$ cat src/rtl/iomem_gpio_bank.sv
// Multi-channel GPIO bank on the picoramsoc iomem bus: per-channel OUT/DIR/IN
// registers plus rising/falling edge interrupts with write-1-to-clear status.
module iomem_gpio_bank #(
    parameter logic [7:0] BASE_ADDR   = 8'h03,
    parameter int         NUM_CH      = 2,
    parameter int         WIDTH       = 16,
    parameter int         SYNC_STAGES = 2
) (
    input  logic                    clk,
    input  logic                    reset,
    input  logic                    iomem_valid,
    output logic                    iomem_ready,
    input  logic [3:0]              iomem_wstrb,
    input  logic [31:0]             iomem_addr,
    input  logic [31:0]             iomem_wdata,
    output logic [31:0]             iomem_rdata,
    input  logic [NUM_CH*WIDTH-1:0] gpio_in,
    output logic [NUM_CH*WIDTH-1:0] gpio_out,
    output logic [NUM_CH*WIDTH-1:0] gpio_oe,
    output logic                    irq
);

    localparam logic [2:0] OFF_OUT     = 3'd0;
    localparam logic [2:0] OFF_DIR     = 3'd1;
    localparam logic [2:0] OFF_IN      = 3'd2;
    localparam logic [2:0] OFF_RISE_EN = 3'd3;
    localparam logic [2:0] OFF_FALL_EN = 3'd4;
    localparam logic [2:0] OFF_STATUS  = 3'd5;

    // Handshake: a request is taken when valid is high, ready is low and the
    // address top byte matches BASE_ADDR. The block answers with a one-cycle
    // ready pulse on the next edge, rdata valid only while ready is high.
    // Valid is ignored while ready is high, so acknowledges are at least two
    // cycles apart; a reset mid-request drops ready and the master retries.

    logic [WIDTH-1:0] out_q     [NUM_CH];
    logic [WIDTH-1:0] dir_q     [NUM_CH];
    logic [WIDTH-1:0] rise_en_q [NUM_CH];
    logic [WIDTH-1:0] fall_en_q [NUM_CH];
    logic [WIDTH-1:0] status_q  [NUM_CH];
    logic [WIDTH-1:0] hist_q    [NUM_CH];
    logic [WIDTH-1:0] sync_q    [NUM_CH][SYNC_STAGES];

    logic [WIDTH-1:0] in_val    [NUM_CH];
    logic [WIDTH-1:0] edge_set  [NUM_CH];
    logic [WIDTH-1:0] w1c       [NUM_CH];

    logic             sel;
    logic             wr;
    logic [2:0]       ch_idx;
    logic [2:0]       reg_off;
    logic [31:0]      lane_mask;
    logic [WIDTH-1:0] wmask;
    logic [WIDTH-1:0] wval;
    logic [31:0]      rd_val;
    logic             status_any;
    logic             unused_bits;

    function automatic logic [WIDTH-1:0] merge(
        input logic [WIDTH-1:0] old_v,
        input logic [WIDTH-1:0] mask,
        input logic [WIDTH-1:0] data
    );
        return (old_v & ~mask) | (data & mask);
    endfunction

    always_comb begin
        sel       = iomem_valid && !iomem_ready && (iomem_addr[31:24] == BASE_ADDR);
        wr        = sel && (iomem_wstrb != 4'b0000);
        ch_idx    = iomem_addr[7:5];
        reg_off   = iomem_addr[4:2];
        lane_mask = {{8{iomem_wstrb[3]}}, {8{iomem_wstrb[2]}},
                     {8{iomem_wstrb[1]}}, {8{iomem_wstrb[0]}}};
        wmask     = lane_mask[WIDTH-1:0];
        wval      = iomem_wdata[WIDTH-1:0];
    end

    // Address bits [23:8] and [1:0] alias by design; upper data/lane bits
    // beyond WIDTH are simply not stored.
    assign unused_bits = ^{iomem_addr[23:8], iomem_addr[1:0], iomem_wdata, lane_mask};

    always_comb begin
        status_any = 1'b0;
        for (int c = 0; c < NUM_CH; c++) begin
            in_val[c]   = sync_q[c][SYNC_STAGES-1];
            edge_set[c] = (in_val[c] & ~hist_q[c] & rise_en_q[c])
                        | (~in_val[c] & hist_q[c] & fall_en_q[c]);
            w1c[c]      = '0;
            if (wr && (ch_idx == 3'(c)) && (reg_off == OFF_STATUS)) begin
                w1c[c] = wval & wmask;
            end
            status_any = status_any | (|status_q[c]);
        end
    end

    // Unmatched channel indices and reserved offsets fall through to zero.
    always_comb begin
        rd_val = '0;
        for (int c = 0; c < NUM_CH; c++) begin
            if (ch_idx == 3'(c)) begin
                case (reg_off)
                    OFF_OUT:     rd_val = 32'(out_q[c]);
                    OFF_DIR:     rd_val = 32'(dir_q[c]);
                    OFF_IN:      rd_val = 32'(in_val[c]);
                    OFF_RISE_EN: rd_val = 32'(rise_en_q[c]);
                    OFF_FALL_EN: rd_val = 32'(fall_en_q[c]);
                    OFF_STATUS:  rd_val = 32'(status_q[c]);
                    default:     rd_val = '0;
                endcase
            end
        end
    end

    always_comb begin
        gpio_out = '0;
        gpio_oe  = '0;
        for (int c = 0; c < NUM_CH; c++) begin
            gpio_out[c*WIDTH +: WIDTH] = out_q[c];
            gpio_oe[c*WIDTH +: WIDTH]  = dir_q[c];
        end
    end

    always_ff @(posedge clk or posedge reset) begin
        if (reset) begin
            iomem_ready <= 1'b0;
            iomem_rdata <= '0;
            irq         <= 1'b0;
        end else begin
            iomem_ready <= sel;
            if (sel) begin
                iomem_rdata <= rd_val;
            end
            irq <= status_any;
        end
    end

    // History follows IN every cycle, so enabling an edge later never fires
    // on a level that was already present.
    always_ff @(posedge clk or posedge reset) begin
        if (reset) begin
            for (int c = 0; c < NUM_CH; c++) begin
                out_q[c]     <= '0;
                dir_q[c]     <= '0;
                rise_en_q[c] <= '0;
                fall_en_q[c] <= '0;
                status_q[c]  <= '0;
                hist_q[c]    <= '0;
                for (int s = 0; s < SYNC_STAGES; s++) begin
                    sync_q[c][s] <= '0;
                end
            end
        end else begin
            for (int c = 0; c < NUM_CH; c++) begin
                sync_q[c][0] <= gpio_in[c*WIDTH +: WIDTH];
                for (int s = 1; s < SYNC_STAGES; s++) begin
                    sync_q[c][s] <= sync_q[c][s-1];
                end
                hist_q[c] <= in_val[c];
                if (wr && (ch_idx == 3'(c))) begin
                    case (reg_off)
                        OFF_OUT:     out_q[c]     <= merge(out_q[c], wmask, wval);
                        OFF_DIR:     dir_q[c]     <= merge(dir_q[c], wmask, wval);
                        OFF_RISE_EN: rise_en_q[c] <= merge(rise_en_q[c], wmask, wval);
                        OFF_FALL_EN: fall_en_q[c] <= merge(fall_en_q[c], wmask, wval);
                        default:     ;
                    endcase
                end
                // A new edge wins over a simultaneous clear of the same bit.
                status_q[c] <= (status_q[c] & ~w1c[c]) | edge_set[c];
            end
        end
    end

endmodule

$ cat config.mk
export PLATFORM = sky130hd
export DESIGN_NAME = iomem_gpio_bank
export DESIGN_NICKNAME = d
export VERILOG_FILES = /design/src/rtl/iomem_gpio_bank.sv
export SDC_FILE = /design/constraint.sdc
export NUM_CORES = 1
export LEC_CHECK = 0
export ABC_AREA = 1
export CORE_MARGIN = 4
export CORE_UTILIZATION = 30
export CTS_BUF_LIST = sky130_fd_sc_hd__clkbuf_8 sky130_fd_sc_hd__clkbuf_16
export DETAILED_ROUTE_END_ITERATION = 7
export HOLD_SLACK_MARGIN = 0.08
export SYNTH_ARGS = -nofsm -noshare
export SYNTH_HDL_FRONTEND = slang
export SYNTH_SLANG_ARGS = --single-unit
export TNS_END_PERCENT = 1
$ cat constraint.sdc
create_clock -name clk -period 15.31 [get_ports clk]
set_input_delay 4.593 -clock clk [delete_from_list [all_inputs] [get_ports clk]]
set_output_delay 4.593 -clock clk [all_outputs]
set_load 0.005 [all_outputs]
==> flow_summary.ini <==
[drt]
drt-total-wl_mm = 41.0
drtAntennaViolNets = 0
first_pass_iters = 5
drcViolationCount = 0
drtIter0Drc = 1071
vias = 11300
wire_per_inst_um = 18.5
viasPerCell = 5.11

[cts]
clkLatencyLatePin_ps = 560
cts_buffers = 29
cts_tree = built
ctsHoldBuffers = 0
cts_resized = 0
cts-root-buf = clkbuf_16
post_cts_buffers = 0
cts.clk_slew.worst_paths_ps = 70
htreeDepth = 1
clock_tree.buffer_depth = 3
numClockSinks = 274

[critical_path]
cp_common_cell = nand2_1
cp-end-kind = register
reg2reg_from = iomem_ready
reg2reg_slack_ps = 12920
cp_max_fo = 96
path_class = in -> reg
reg2reg_to = iomem_rdata[12]
cp.arrival_ps = 7720
required_ps = 15770
critical_path.slowest_cell = buf_4
r2r_cells = 7
worst_setup_path_start_kind = input port
slowest_delay_ps = 820
path_cells = buf_2, inv_2, buf_4, nand3_2, nor2_4, nand2_2, nand2_1, nand2_1

[synth]
ys_warn_count = 0
synthMuxAreaShare_pct = 0
synth_top_family_by_area = simple AND/OR/NAND/NOR gates
ys_ff_latch = 274
synth-simple-area-share_pct = 36.1
synth_compound_area_share_pct = 2.32
synth-xor-area-share_pct = 0
syn_area_um2 = 12700
synth_fa_ha_area_share_pct = 0
yosys.cell_types.count = 28
synth_area_per_cell_um2 = 8.05
synth_cells = 1572
ys_seq_area_share_pct = 54.2

[sta]
fin_setup_tns_ps = 0
min_period_over_period_pct = 47.4
slew_violations = 0
max_slew_margin_pct = 23.5
finalCriticalPeriod_ps = 7260
tightest_slew_ps = 1150
setup_viol = 0
finClkSkew_ps = 10.4
max_freq_mhz = 138
rsz0062_at_grt = no
final_hold_viol_count = 0

[min_path]
hold_depth = 0
min_to = in_val[22]
holdCritStartpoint = sync_q[54]
holdCritPathClass = reg -> reg

[grt]
grt_pass1_vias = 11000
antenna_found_initial = 0
grt-ovfl-total = 0
track_usage_pct = 17.5
grt_first_pass_wirelength_mm = 62.9
grt_max_degree = 148

[power_and_ir_drop]
clockPowerShare_pct = 46.4
combPwrFrac_pct = 6.3
power.density_nw_per_um2 = 102
p_int_mw = 1.20
p_switching_mw = 0.380
leakage_nw = 7.62
p_seq_share_pct = 47.3
switching_share_pct = 24.0
peakVddDrop_mv = 0.0659

[floorplan]
ios = 201
floorplan.initialDensity_pct = 30.7
fp.dieH_um = 213
rows = 74
coreArea_um2 = 41300
die-area_um2 = 45600
die_x_um = 213

[placement]
dpl.hpwl_mm = 26.5
place_congestion = 0.831
port_buffers = 150
dpl-instance-area_um2 = 14400

[final_layout]
fin_area_um2 = 15400
antenna-diode-count = 0
final_nets = 1771
fillers = 4279
drive_above_1_share_pct = 5.62
area_growth_syn_to_layout_pct = 22.0

[outcome]
status = completed

[run]
cap_violations = 0
==> per-stage QoR <==
| stage | total power [mW] | worst slack [ps] | std cells | util, % | hold WS [ps] |
|---|---|---|---|---|---|
| floorplan | 0.815 | 3160 | 1587 | - | 331 |
| global placement | 0.859 | 7580 | 2169 | 35.0 | 335 |
| detailed placement | 0.860 | 7570 | 2169 | 35.0 | 335 |
| CTS | 1.59 | 8150 | 2222 | 37.4 | 348 |
| global route | 1.64 | 7940 | 2222 | 37.4 | 352 |
| finish | 1.58 | 8050 | 2222 | 37.4 | 346 |
==> layout by cell type, fill, tap and decap left out, types with 3 or more instances in the layout <==
cell type,instances
nand2_1,597
dfrtp_1,274
nand3_1,228
clkdlybuf4s50_1,145
inv_1,103
nand4_1,92
nor2_1,71
clkbuf_16,29
a31oi_1,21
conb_1,16
buf_4,12
o21ai_1,10
o21ai_0,9
a21oi_1,9
nor2_4,9
nor4_1,8
nand2_2,8
clkinv_2,8
nand3b_1,5
clkbuf_8,5
buf_2,5
bufinv_16,4
o31ai_1,3
inv_2,3
==> metal layers <==
metal	wire length [um]	vias up	GRT usage, %
met5	0	-	0
met4	1430	0	5.61
met3	2850	85	2.91
met2	19600	436	28.5
met1	17100	5553	23.9
li1	-	5271	-
==> cell families after synthesis <==
kind of cell	after synthesis
other	1
AO/OA/AOI/OAI	52
buffers and inverters	217
AND/OR/NAND/NOR	1028
flip-flops	274
==> worst max-delay path, delay by kind of cell <==
family / cells / cell delay, ps
and+or+nand+nor: 5 / 2070
buffers and inverters: 3 / 970
==> cell type report <==
type	instances	area, um2	area share (%)
clock inverters	19	199	1.29
multi-input cells	1096	4940	32.0
inverters	104	398	2.58
clock buffers	34	795	5.15
well taps	532	666	4.31
flip-flops and latches	274	6860	44.4
repair buffers	163	1590	10.3
==> synth_stat cells (all sizes together) <==
master | n | area, um2
nand3b | 5 | 37.5
nand2 | 605 | 2290
o31ai | 3 | 22.5
o21ai | 19 | 95.1
dfrtp | 274 | 6860
nand4 | 94 | 618
and2 | 2 | 12.5
a21oi | 9 | 45.0
clkbuf | 47 | 176
inv | 102 | 383
nor2 | 81 | 367
nand3 | 230 | 1160
clkinv | 2 | 7.51
nor3 | 3 | 37.5
conb | 1 | 3.75
buf | 66 | 364
a31oi | 21 | 131
nor4 | 8 | 50.1
==> power groups by stage <==
stage | combinational [mW] | sequential (mW) | clock (mW)
finish | 0.0991 | 0.748 | 0.733
global route | 0.108 | 0.749 | 0.781
CTS | 0.0995 | 0.747 | 0.746
detailed placement | 0.0992 | 0.761 | 0
global placement | 0.0988 | 0.760 | 0
floorplan | 0.0576 | 0.757 | 0
==> how the worst max path moves through the flow <==
stage	to	depth (start not counted)	startpoint	slack, ps
floorplan	async pin	1	reset	3160
global placement	register	8	iomem_addr[4]	7580
detailed placement	register	8	iomem_addr[4]	7570
CTS	register	8	iomem_addr[4]	8150
global route	register	8	iomem_addr[4]	7940
finish	register	8	iomem_addr[4]	8050
No activity file was read; power rests on OpenSTA's default activity.
